**src/rtl/pkt_frame_ctrl.sv**
```systemverilog
// pkt_frame_ctrl: packet framing controller for the assembled-byte stream.
// Detects one of two header bytes, collects PAYLOAD_BYTES payload bytes and
// writes them to the downstream FIFO either per byte or as one packed word.
// An inter-byte timeout aborts stalled packets; dropped writes are counted.
//
// Handshake semantics: byte_assembled is a one-cycle valid strobe with no
// ready back-channel, so every strobe is consumed in the cycle it arrives.
// fifo_full is the downstream "not ready", sampled only in a strobe cycle
// that would write; a write that meets fifo_full=1 is discarded and counted
// in drop_cnt. wr_fifo is a one-cycle valid for wr_data/pkt_type.
module pkt_frame_ctrl #(
    parameter int                DATA_W        = 8,
    parameter int                PAYLOAD_BYTES = 4,
    parameter logic [DATA_W-1:0] HDR_A         = 'hA5,
    parameter logic [DATA_W-1:0] HDR_B         = 'hC3,
    parameter bit                WORD_MODE     = 1'b0,
    parameter int                TIMEOUT       = 1000
) (
    input  logic                            clk_50,
    input  logic                            reset_n,
    input  logic                            byte_assembled,
    input  logic [DATA_W-1:0]               byte_in,
    input  logic                            fifo_full,
    output logic                            wr_fifo,
    output logic [DATA_W*PAYLOAD_BYTES-1:0] wr_data,
    output logic                            pkt_type,
    output logic                            pkt_done,
    output logic                            timeout_err,
    output logic [7:0]                      drop_cnt,
    output logic                            busy,
    output logic                            state_dbg
);

    localparam int WORD_W = DATA_W * PAYLOAD_BYTES;
    localparam int IDX_W  = (PAYLOAD_BYTES > 1) ? $clog2(PAYLOAD_BYTES) : 1;
    localparam int TMR_W  = (TIMEOUT > 0) ? $clog2(TIMEOUT + 1) : 1;
    localparam bit TMR_EN = (TIMEOUT > 0);
    localparam logic [IDX_W-1:0] IDX_LAST = IDX_W'(PAYLOAD_BYTES - 1);
    localparam logic [TMR_W-1:0] TMR_LAST = TMR_W'((TIMEOUT > 0) ? TIMEOUT - 1 : 0);

    typedef enum logic {
        IDLE    = 1'b0,
        PAYLOAD = 1'b1
    } state_t;

    state_t             state, state_nxt;
    logic [IDX_W-1:0]   idx, idx_nxt;
    logic [TMR_W-1:0]   timer, timer_nxt;
    logic [WORD_W-1:0]  payload, payload_nxt;
    logic               type_q, type_nxt;
    logic               wr_fifo_nxt;
    logic [WORD_W-1:0]  wr_data_nxt;
    logic               pkt_done_nxt;
    logic               timeout_nxt;
    logic               drop_nxt;
    logic               hdr_hit;

    assign hdr_hit   = (byte_in == HDR_A) || (byte_in == HDR_B);
    assign busy      = (state == PAYLOAD);
    assign state_dbg = state;
    assign pkt_type  = type_q;

    // Next-state and next-output decode; a strobe always beats the timeout.
    always_comb begin
        state_nxt    = state;
        idx_nxt      = idx;
        timer_nxt    = timer;
        payload_nxt  = payload;
        type_nxt     = type_q;
        wr_fifo_nxt  = 1'b0;
        wr_data_nxt  = wr_data;
        pkt_done_nxt = 1'b0;
        timeout_nxt  = 1'b0;
        drop_nxt     = 1'b0;
        case (state)
            IDLE: begin
                if (byte_assembled && hdr_hit) begin
                    state_nxt   = PAYLOAD;
                    idx_nxt     = '0;
                    timer_nxt   = '0;
                    payload_nxt = '0;
                    // HDR_A takes priority when both headers are equal.
                    type_nxt    = (byte_in != HDR_A);
                end
            end
            PAYLOAD: begin
                if (byte_assembled) begin
                    timer_nxt = '0;
                    idx_nxt   = idx + IDX_W'(1);
                    // Slot 0 is the most-significant byte of the packed word.
                    for (int s = 0; s < PAYLOAD_BYTES; s++) begin
                        if (idx == IDX_W'(s)) begin
                            payload_nxt[(PAYLOAD_BYTES-1-s)*DATA_W +: DATA_W] = byte_in;
                        end
                    end
                    if (!WORD_MODE) begin
                        if (!fifo_full) begin
                            wr_fifo_nxt = 1'b1;
                            wr_data_nxt = WORD_W'(byte_in);
                        end else begin
                            drop_nxt = 1'b1;
                        end
                    end
                    if (idx == IDX_LAST) begin
                        state_nxt    = IDLE;
                        idx_nxt      = '0;
                        pkt_done_nxt = 1'b1;
                        if (WORD_MODE) begin
                            if (!fifo_full) begin
                                wr_fifo_nxt = 1'b1;
                                wr_data_nxt = payload_nxt;
                            end else begin
                                drop_nxt = 1'b1;
                            end
                        end
                    end
                end else if (TMR_EN && (timer == TMR_LAST)) begin
                    state_nxt   = IDLE;
                    idx_nxt     = '0;
                    timer_nxt   = '0;
                    payload_nxt = '0;
                    timeout_nxt = 1'b1;
                end else if (TMR_EN) begin
                    timer_nxt = timer + TMR_W'(1);
                end
            end
            default: begin
                state_nxt = IDLE;
            end
        endcase
    end

    // State register.
    always_ff @(posedge clk_50 or negedge reset_n) begin
        if (!reset_n) begin
            state <= IDLE;
        end else begin
            state <= state_nxt;
        end
    end

    // Datapath and registered output strobes.
    always_ff @(posedge clk_50 or negedge reset_n) begin
        if (!reset_n) begin
            idx         <= '0;
            timer       <= '0;
            payload     <= '0;
            type_q      <= 1'b0;
            wr_fifo     <= 1'b0;
            wr_data     <= '0;
            pkt_done    <= 1'b0;
            timeout_err <= 1'b0;
        end else begin
            idx         <= idx_nxt;
            timer       <= timer_nxt;
            payload     <= payload_nxt;
            type_q      <= type_nxt;
            wr_fifo     <= wr_fifo_nxt;
            wr_data     <= wr_data_nxt;
            pkt_done    <= pkt_done_nxt;
            timeout_err <= timeout_nxt;
        end
    end

    // Saturating drop counter, cleared only by reset.
    always_ff @(posedge clk_50 or negedge reset_n) begin
        if (!reset_n) begin
            drop_cnt <= 8'd0;
        end else if (drop_nxt && (drop_cnt != 8'hFF)) begin
            drop_cnt <= drop_cnt + 8'd1;
        end
    end

endmodule

```
**config.mk**
```make
export PLATFORM = sky130hd
export DESIGN_NAME = pkt_frame_ctrl
export DESIGN_NICKNAME = d
export VERILOG_FILES = /design/src/rtl/pkt_frame_ctrl.sv
export SDC_FILE = /design/constraint.sdc
export NUM_CORES = 1
export LEC_CHECK = 0
export ABC_AREA = 1
export BUFFER_PORTS_ARGS = -buffer_cell sky130_fd_sc_hd__buf_2
export CORE_UTILIZATION = 40
export DETAILED_ROUTE_END_ITERATION = 16
export PLACE_DENSITY = 0.7
export SYNTH_ARGS = -nofsm -noshare
export SYNTH_HDL_FRONTEND = slang
export SYNTH_SLANG_ARGS = --single-unit
```
**constraint.sdc**
```tcl
create_clock -name clk_50 -period 1.34 [get_ports clk_50]
set_input_delay 0.067 -clock clk_50 [delete_from_list [all_inputs] [get_ports clk_50]]
set_output_delay 0.067 -clock clk_50 [all_outputs]
set_load 0.02 [all_outputs]
```
* After elaboration in Yosys (flattened, before gate mapping)
Index checks and enable logic that the tools add are counted.
** Storage, ports and cells
- Register bits after elaboration :: 33
- Input bits :: 12
- Output and inout bits :: 46
** Cells by class
- Add/subtract/negate cells :: 3
- Equality and inequality tests :: 8
- Muxes and demuxes :: 26
- Bitwise gates (word level) :: 2
- Reduce and logical (&&, ||, !) cells :: 6
** Operators with widths (number)
- two-way mux 10 bit :: 3
- one-hot mux 10 bit (2 select lines) :: 1
- equality test 8 bit, second input constant :: 2
- two-way mux 1 bit :: 16
- inequality test 8 bit, second input constant :: 2
- adder 10 x 1 -> 10 bit, second input constant :: 1
- equality test 10 bit, second input constant :: 1
- adder 8 x 1 -> 8 bit, second input constant :: 1
- two-way mux 2 bit :: 4
- one-hot mux 2 bit (2 select lines) :: 1
- AND reduction 2 bit :: 2
- inequality test 3 x 2 -> 1 bit, second input constant :: 1
- AND reduction 3 bit :: 1
- adder 2 x 1 -> 2 bit, second input constant :: 1
- equality test 2 bit, second input constant :: 1
- logical AND 1 bit :: 2
- inequality test 2 bit, second input constant :: 1
- inverter 1 bit :: 2
- one-hot mux 1 bit (2 select lines) :: 1
- logical OR 1 bit :: 1

* Logic depth before layout (Yosys ltp)
Gate-level depths: netlist of the first run.
- Depth after elaboration :: 5
- Depth in mapped cells :: 10
- Depth with buffers taken out :: 10

* Worst setup path after synthesis of the first run
No wires, ideal clock.
- Path type :: flip-flop to flip-flop
- Start :: register drop_cnt[0]
- End :: register drop_cnt[3]
- Setup time :: 0.117 ns
- Arrival :: 1.358 ns
- Path slack :: -0.136 ns
- Stages on the path, launching flop included :: 7
- Path buffers :: 0
- Period minus slack after synthesis :: 1.476 ns
- Path through :: dfrtp_1 > ha_1 > nand4_2 > o21ai_4 > inv_4 > nand3b_1 > nand2_1
** On the way
- Longest elaborated chain between the ends :: 2
- Elaborated cells on any way between the ends :: 3
** Ends and longest elaborated chain
- start: declaration :: RTL line 29 : output logic [7:0] drop_cnt,
- start signal: assignment :: RTL line 170 : drop_cnt <= drop_cnt + 8'd1;
- parallel branches: the longest is 2 deep, another holds adder 8 x 1 -> 8 bit
Parallel ways; which one is timed is not known.
A chain may end at the register's enable or synchronous reset.

* Worst setup path after layout of the first run
- Start :: register timer[0]
- End :: register timer[2]
** On the way
- Longest elaborated chain between the ends :: 4
- Elaborated cells on any way between the ends :: 5
** Ends and longest elaborated chain
- start: declaration :: RTL line 48 : logic [TMR_W-1:0] timer, timer_nxt;
- start signal: assignment :: RTL line 155 : timer <= timer_nxt;
- adder 10 x 1 -> 10 bit or equality test 10 bit (tied branches) :: RTL line 124, 117
- two-way mux 10 bit * :: RTL line 117 : end else if (TMR_EN && (timer == TMR_LAST)) begin
- two-way mux 10 bit * :: RTL line 87 : if (byte_assembled) begin
- one-hot mux 10 bit (2 select lines) * :: RTL line 75 : case (state)
Every way passes the cells marked *; elsewhere a longest branch is shown, timed or not.

==> reports/qor.tcl, run 1 <==
set qor(final_max_slew_viol_count) 0
set qor(top_ports) 58
set qor(post-route-period-util) 1.00
set qor(holdCritPathClass) {in -> reg}
set qor(clkSinkCount) 33
set qor(floorplan.core_area_sq_mm) 0.00469
set qor(layout.cells.most_common) {sky130_fd_sc_hd__nand2_1}
set qor(place.port_buffers) 33
set qor(yosysWarnings) 0
set qor(crit_path_end_kind) {flop}
set qor(chipHeight_um) 71.7
set qor(die_x_um) 71.7
set qor(detailroute.via_count) 1681
set qor(cp_data_required_time_ns) 1.52
set qor(globalRouteTotalUtil) 0.178
set qor(unrepaired_setup_endpoints_after_global_routing) {yes}
set qor(yosysUniqueCellTypes) 31
set qor(status) {finished clean}
set qor(total_power_w) 0.00388
set qor(timing_hold_violations_final) 0
set qor(final-seq-area_sq_um) 830
set qor(yosys.area.top_type_share) 0.424
set qor(fin_hold_ws_ns) 0.0141
set qor(synth-seq-cells) 33
set qor(cts-htree-levels) 2
set qor(hpwl_um) 2960
set qor(timing.critical_path.cells) {ha_4 -> nand2_4 -> nor2_4 -> nand4_4 -> nand2_2 -> nand2_2 -> o21ai_1 -> nor2_1}
set qor(grt_max_degree) 18
set qor(worstSkewPairLatency_ns) 0.29
set qor(numnets_final) 320
set qor(drt.antenna.violating_nets) 0
set qor(vias_per_cell) 4.67
set qor(synth.largest_area_cell) {sky130_fd_sc_hd__dfrtp_1}
set qor(antenna_violations_before_repair) 0
set qor(p_leak_nw) 1.39
set qor(synthCells) 238
set qor(timing.critical_path.fanout_max) 5
set qor(clkSlewWorstSetupHoldPaths_ns) 0.08
set qor(antennaDiodeCount) 0
set qor(netlist_area_sq_mm) 0.00195
set qor(num_rows) 25
set qor(wl_um) 4180
set qor(grt_first_pass_wirelength_um) 7120
set qor(cts_tree) {yes}
set qor(power_density_mw_per_mm2) 1520
set qor(drv_cap) 0
set qor(clk_path_buf_depth) 2
set qor(cts-buffers-inserted) 5
set qor(multiInputGateArea_sq_um) 982
set qor(wl_per_cell_um) 11.6
set qor(avgSynthCellArea_sq_um) 8.17
set qor(initialDrtViolationCount) 116
set qor(via_count_of_the_first_global_routing_pass) 1615
set qor(firstDrtPassIters) 6
set qor(placed_cells) 335
set qor(post_route_drc_violation_count) 0
set qor(fp.dieArea_sq_mm) 0.00515
set qor(final-instance-count-excl-fill) 360
set qor(layout-drive-gt1-share) 0.353
set qor(finClkSkew_ns) 0.00658
set qor(layout.cells.most_common_list) {53 x sky130_fd_sc_hd__nand2_1, 33 x sky130_fd_sc_hd__buf_2, 30 x sky130_fd_sc_hd__dfrtp_1}
set qor(clock_tree.root_cell) {sky130_fd_sc_hd__clkbuf_8}
set qor(globalplace.congestion) 0.853
set qor(maximum_operating_frequency_mhz) 746
set qor(vdd_drop_max_uv) 957
set qor(synth_area_leaders) {sky130_fd_sc_hd__dfrtp_1 42%, sky130_fd_sc_hd__nand2_1 11%, sky130_fd_sc_hd__buf_4 10%}
set qor(yosysSeqAreaShare) 0.424
set qor(cp_max_stage_delay_ns) 0.42
set qor(filler_cell_count) 437
set qor(initial_core_util) 0.415
set qor(cp_arrival_ns) 1.52
set qor(cp-start-kind) {flop}
set qor(flow.area_growth_from_synthesis_pct) 31.0
set qor(timing.final.setup_violations) 0
set qor(critical_path.slowest_cell) {sky130_fd_sc_hd__dfrtp_1}
set qor(worstSetupPathType) {reg -> reg}
set qor(layout_min_cycle_time_ns) 1.34
set qor(global_route.overflow_total) 0
set qor(worst_path_most_repeated_cell) {sky130_fd_sc_hd__nand2_2}
==> final cells by class <==
class,count,area share
multi-input cells,170,0.385
clock buffers,5,0.0270
clock inverters,3,0.0182
inverters,31,0.0471
well taps,54,0.0265
flip-flops and latches,33,0.325
repair buffers,64,0.170
==> path summary, 6_finish.rpt <==
check	slack, ns	end	cells past startpoint	start
setup / recovery	0.0004	timer[2]	8	timer[0]
hold / removal	0.01	wr_data[3]	3	byte_in[3]
setup reg to reg	0.0004	timer[2]	8	timer[0]
hold reg to reg	0.48	wr_data[5]	2	wr_data[5]
max in group asynchronous	0.65	timer[0]	3	reset_n
min in group asynchronous	0.25	idx[0]	2	reset_n
==> through the flow <==
stage,instance area [sq um],worst slack [ns],util,setup TNS (ns)
global route,2550,-0.0829,0.543,-0.615
detailed placement,2220,-0.0497,0.473,-0.188
global placement,2220,-0.00571,0.473,-0.00571
finish,2550,0.000358,0.543,0
CTS,2420,0.0204,0.516,0
floorplan,2060,0.0106,-,0
==> critical path, delay by kind of cell (launching register included) <==
kind	cells	cell delay (ns)
flip-flops	1	0.42
adder cells (fa/ha/maj)	1	0.19
AO/OA/AOI/OAI	1	0.09
AND/OR/NAND/NOR	6	0.55
==> synth_stat cells, drive strengths merged <==
cell and count:
nand2 63, clkbuf 1, o31ai 1, o21bai 1, a21oi 2, nor3 3
nand3b 1, ha 3, xnor2 3, inv 30, nand4 13, dfrtp 33
conb 1, nand3 8, buf 26, clkinv 1, and3 1, nor2 22
xor2 5, o21ai 19, o211ai 1
==> routing by layer <==
metal	vias to the layer above	global-route usage	part of all wire
li1	843	-	-
met1	776	0.216	0.44
met2	57	0.305	0.50
met3	5	0.0478	0.054
met4	0	0.0610	0.011
met5	-	0	0
==> power by group <==
group,internal (W),switching [W],total [W]
combinational,0.000617,0.000858,0.00147
clock,0.000556,0.000391,0.000948
sequential,0.00125,0.000215,0.00146
total,0.00242,0.00146,0.00388
==> cells by family (layout without fill, tap and decap cells) <==
kind of cell,Yosys count,after routing,share of synthesized area
flip-flops,33,33,0.424
other,1,24,0.00193
adder cells (fa/ha/maj),3,3,0.0193
XOR/XNOR,8,8,0.0360
AND/OR/NAND/NOR,111,111,0.269
AO/OA/AOI/OAI,24,24,0.0849
buffers and inverters,58,103,0.164
==> state kept, by name, indices dropped and copies added, names as in the netlist <==
register and cells:
idx 2, timeout_err 1, wr_fifo 1, pkt_done 1
busy 1, wr_data 8, pkt_type 1, drop_cnt 8
timer 10
==> what timing repair did <==
item,4_1_cts,5_1_grt
pin swaps,3,12
gates cloned,0,0
setup buffers,4,10
resized for setup,5,15
setup endpoints to repair,12,17
hold buffers,3,0
endpoints found under the hold margin,18,0
No activity file was read; power rests on OpenSTA's default activity.
==> run 2, diff against run 1 <==
CAP_MARGIN = 10   (was unset)
PLACE_DENSITY = unset   (was 0.7)
PLACE_DENSITY_LB_ADDON = 0.1   (was unset)
==> run 2 against run 1 <==
  * Worst hold slack improved by 0.010 ns
  * Cell area decreased by 3.3%
  * Fmax increased by 3.4%
  * Via count decreased by 3.6%
  * Cell count decreased by 1.7%
  * Register-to-register slack improved by 0.04 ns
  * Combinational power decreased by 6%
  * Flip-flop and latch count unchanged
  * Clock power decreased by 23%
  * Critical path depth increased by 1
  * Die area unchanged
  * Highest routed layer unchanged
==> reports/qor.tcl, run 2 (synthesized netlist as in run 1, its figures left out) <==
set qor(timing.reg2reg.worst_path_depth) 9 ;# was 8
set qor(status) {finished clean} ;# unchanged
set qor(top_ports) 58 ;# unchanged
set qor(number_of_buffers_and_inverters_on_the_critical_path) 2 ;# was 0
set qor(regToRegSetupSlack_ns) 0.04 ;# was 0.0004 ns
set qor(timing_hold_violations_final) 0 ;# unchanged
set qor(cp_max_stage_delay_ns) 0.39 ;# was 0.42 ns
set qor(timing.final.setup_violations) 0 ;# unchanged
set qor(die_x_um) 71.7 ;# unchanged
set qor(detailroute.via_count) 1620 ;# was 1681
set qor(seqPwrFrac) 0.405 ;# was 0.376
set qor(drv_cap) 0 ;# unchanged
set qor(layout.cells.most_common) {sky130_fd_sc_hd__nand2_1} ;# unchanged
set qor(via_count_of_the_first_global_routing_pass) 1449 ;# was 1615
set qor(fp.dieArea_sq_mm) 0.00515 ;# unchanged
set qor(crit_path_start) {timer[0]} ;# unchanged
set qor(crit_path_end_kind) {flop} ;# unchanged
set qor(worst_r2r_endpoint) {timer[8]} ;# was timer[2]
set qor(timing.critical_path.cells) {ha_4 -> nand2_4 -> nor2_4 -> buf_4 -> nand4_1 -> nand2_1 -> inv_1 -> nand4_1 -> nand2_1} ;# was ha_4 -> nand2_4 -> nor2_4 -> nand4_4 -> nand2_2 -> nand2_2 -> o21ai_1 -> nor2_1
set qor(firstDrtPassIters) 4 ;# was 6
set qor(antennaDiodeCount) 0 ;# unchanged
set qor(vdd_drop_max_uv) 953 ;# was 957 uV
set qor(place.port_buffers) 33 ;# unchanged
set qor(wl_um) 3980 ;# was 4180 um
set qor(setup.worst_path.end) {timer[8]} ;# was timer[2]
set qor(globalplace.congestion) 0.872 ;# was 0.853
set qor(chipHeight_um) 71.7 ;# unchanged
set qor(layout_min_cycle_time_ns) 1.30 ;# was 1.34 ns
set qor(num_rows) 25 ;# unchanged
set qor(flip_flop_count_of_the_largest_register_after_layout) 10 ;# unchanged
set qor(antenna_violations_before_repair) 0 ;# unchanged
set qor(cp_data_required_time_ns) 1.51 ;# was 1.52 ns
set qor(clkSlewWorstSetupHoldPaths_ns) 0.07 ;# was 0.08 ns
set qor(worstSkewPairLatency_ns) 0.28 ;# was 0.29 ns
set qor(cts_tree) {yes} ;# unchanged
set qor(layout.cells.most_common_list) {55 x sky130_fd_sc_hd__nand2_1, 33 x sky130_fd_sc_hd__buf_2, 29 x sky130_fd_sc_hd__dfrtp_1} ;# was 53 x sky130_fd_sc_hd__nand2_1, 33 x sky130_fd_sc_hd__buf_2, 30 x sky130_fd_sc_hd__dfrtp_1
set qor(clkSinkCount) 33 ;# unchanged
set qor(global_route.overflow_total) 0 ;# unchanged
set qor(fin_hold_ws_ns) 0.0243 ;# was 0.0141 ns
set qor(layout-drive-gt1-share) 0.333 ;# was 0.353
set qor(maximum_operating_frequency_mhz) 772 ;# was 746 MHz
set qor(share_clk_of_total_power) 0.206 ;# was 0.244
set qor(hpwl_um) 2790 ;# was 2960 um
set qor(post_route_drc_violation_count) 0 ;# unchanged
set qor(cts-htree-levels) 2 ;# unchanged
set qor(clk_path_buf_depth) 2 ;# unchanged
set qor(initialDrtViolationCount) 109 ;# was 116
set qor(biggestRegsByFlops) {timer (10), drop_cnt (8), wr_data (8)} ;# unchanged
set qor(worst_reg2reg_startpoint) {timer[0]} ;# unchanged
set qor(power.switching_fraction) 0.390 ;# was 0.377
set qor(cts-buffers-inserted) 5 ;# unchanged
set qor(grt_max_degree) 34 ;# was 18
set qor(unrepaired_setup_endpoints_after_global_routing) {yes} ;# unchanged
set qor(initial_core_util) 0.415 ;# unchanged
set qor(drt.antenna.violating_nets) 0 ;# unchanged
set qor(flow.area_growth_from_synthesis_pct) 26.6 ;# was 31.0%
set qor(post-route-period-util) 0.967 ;# was 1.00
set qor(cp-start-kind) {flop} ;# unchanged
set qor(critical_path.slowest_cell) {sky130_fd_sc_hd__dfrtp_1} ;# unchanged
set qor(numnets_final) 314 ;# was 320
set qor(worst_path_dominant_cell_family) {simple AND/OR/NAND/NOR gates} ;# unchanged
set qor(final_max_slew_viol_count) 0 ;# unchanged
set qor(worstSetupPathDepth) 9 ;# was 8
set qor(wl_per_cell_um) 11.2 ;# was 11.6 um
set qor(register_ranked_first_by_flip_flop_count) {timer} ;# unchanged
set qor(grt_first_pass_wirelength_um) 6510 ;# was 7120 um
set qor(final_core_utilization) 0.525 ;# was 0.543
set qor(timing.critical_path.fanout_max) 3 ;# was 5
set qor(floorplan.core_area_sq_mm) 0.00469 ;# unchanged
set qor(power_switching_w) 0.00138 ;# was 0.00146 W
set qor(holdCritPathClass) {in -> reg} ;# unchanged
set qor(power_density_mw_per_mm2) 1440 ;# was 1520 mW/mm^2
set qor(worstSetupPathType) {reg -> reg} ;# unchanged
set qor(internal_power_w) 0.00216 ;# was 0.00242 W
set qor(clock_tree.root_cell) {sky130_fd_sc_hd__clkbuf_8} ;# unchanged
set qor(cp_arrival_ns) 1.47 ;# was 1.52 ns
set qor(finClkSkew_ns) 0.00649 ;# was 0.00658 ns
set qor(power_frac_comb) 0.388 ;# was 0.380
set qor(p_leak_nw) 1.32 ;# was 1.39 nW
set qor(vias_per_cell) 4.58 ;# was 4.67
set qor(globalRouteTotalUtil) 0.164 ;# was 0.178
## run 2: cell count changes in the layout (fill, tap and decap cells not counted), moves of 2 or more
cell and change:
sky130_fd_sc_hd__buf_4 -5, sky130_fd_sc_hd__nor2_1 +2, sky130_fd_sc_hd__clkinv_2 +2, sky130_fd_sc_hd__nand2_2 -2, sky130_fd_sc_hd__nor3_1 -2, sky130_fd_sc_hd__nand2_1 +2
sky130_fd_sc_hd__nor3_2 +2
## run 2: area by class of cell
cell class / instances / area (sq um)
Sequential cell: 33 / 831
Fill cell: 445 / 2230
Clock inverter: 2 / 10.0
Timing Repair Buffer: 58 / 385
Multi-Input combinational cell: 170 / 977
Tap cell: 54 / 67.6
Inverter: 31 / 120
Clock buffer: 6 / 72.6
## run 2: how the worst min path moves through the flow
stage	start	end	depth (start not counted)
2_1_floorplan	reset_n	busy	0
3_3_place_gp	reset_n	wr_data[0]	2
3_5_place_dp	reset_n	wr_data[7]	2
4_1_cts	byte_in[3]	wr_data[3]	3
5_1_grt	byte_in[3]	wr_data[3]	3
6_report	byte_in[3]	wr_data[3]	3
## run 2: metrics by stage
step           area (sq um)  total power, W  setup TNS, ns  instances  setup WS, ns
2_1_floorplan          2060         0.00232              0        261        0.0106
3_3_place_gp           2240         0.00275              0        337        0.0198
3_5_place_dp           2240         0.00275        -0.0539        337       -0.0323
4_1_cts                2370         0.00353              0        350       0.00196
5_1_grt                2460         0.00383        -0.0615        354       -0.0219
6_report               2460         0.00354              0        354        0.0442
## run 2: power groups by stage
stage,Combinational [W],Sequential [W],Clock (W)
final,0.00138,0.00144,0.000730
after global routing,0.00154,0.00147,0.000820
after CTS,0.00134,0.00142,0.000768
after detailed placement,0.00131,0.00144,0
after global placement,0.00131,0.00143,0
after floorplan,0.000630,0.00169,0
## run 2: timing repair
item | CTS | global route
endpoints found under the setup margin | 6 | 18
gates resized for setup | 2 | 14
hold buffers | 3 | 0
pin swaps | 2 | 5
hold endpoints to repair | 35 | 0
buffers inserted | 2 | 4
## run 2: tightest hold or removal path, delay by kind of cell
kind          cells  cell delay (ns)
simple gates      2             0.12
buf+inv           1             0.09
## run 2: metal layers
metal | global-route usage | vias up | wire, um
met5 | 0 | - | 0
met4 | 0.0654 | 0 | 65
met3 | 0.0436 | 5 | 175
met2 | 0.256 | 53 | 1810
met1 | 0.217 | 729 | 1930
li1 | - | 833 | -
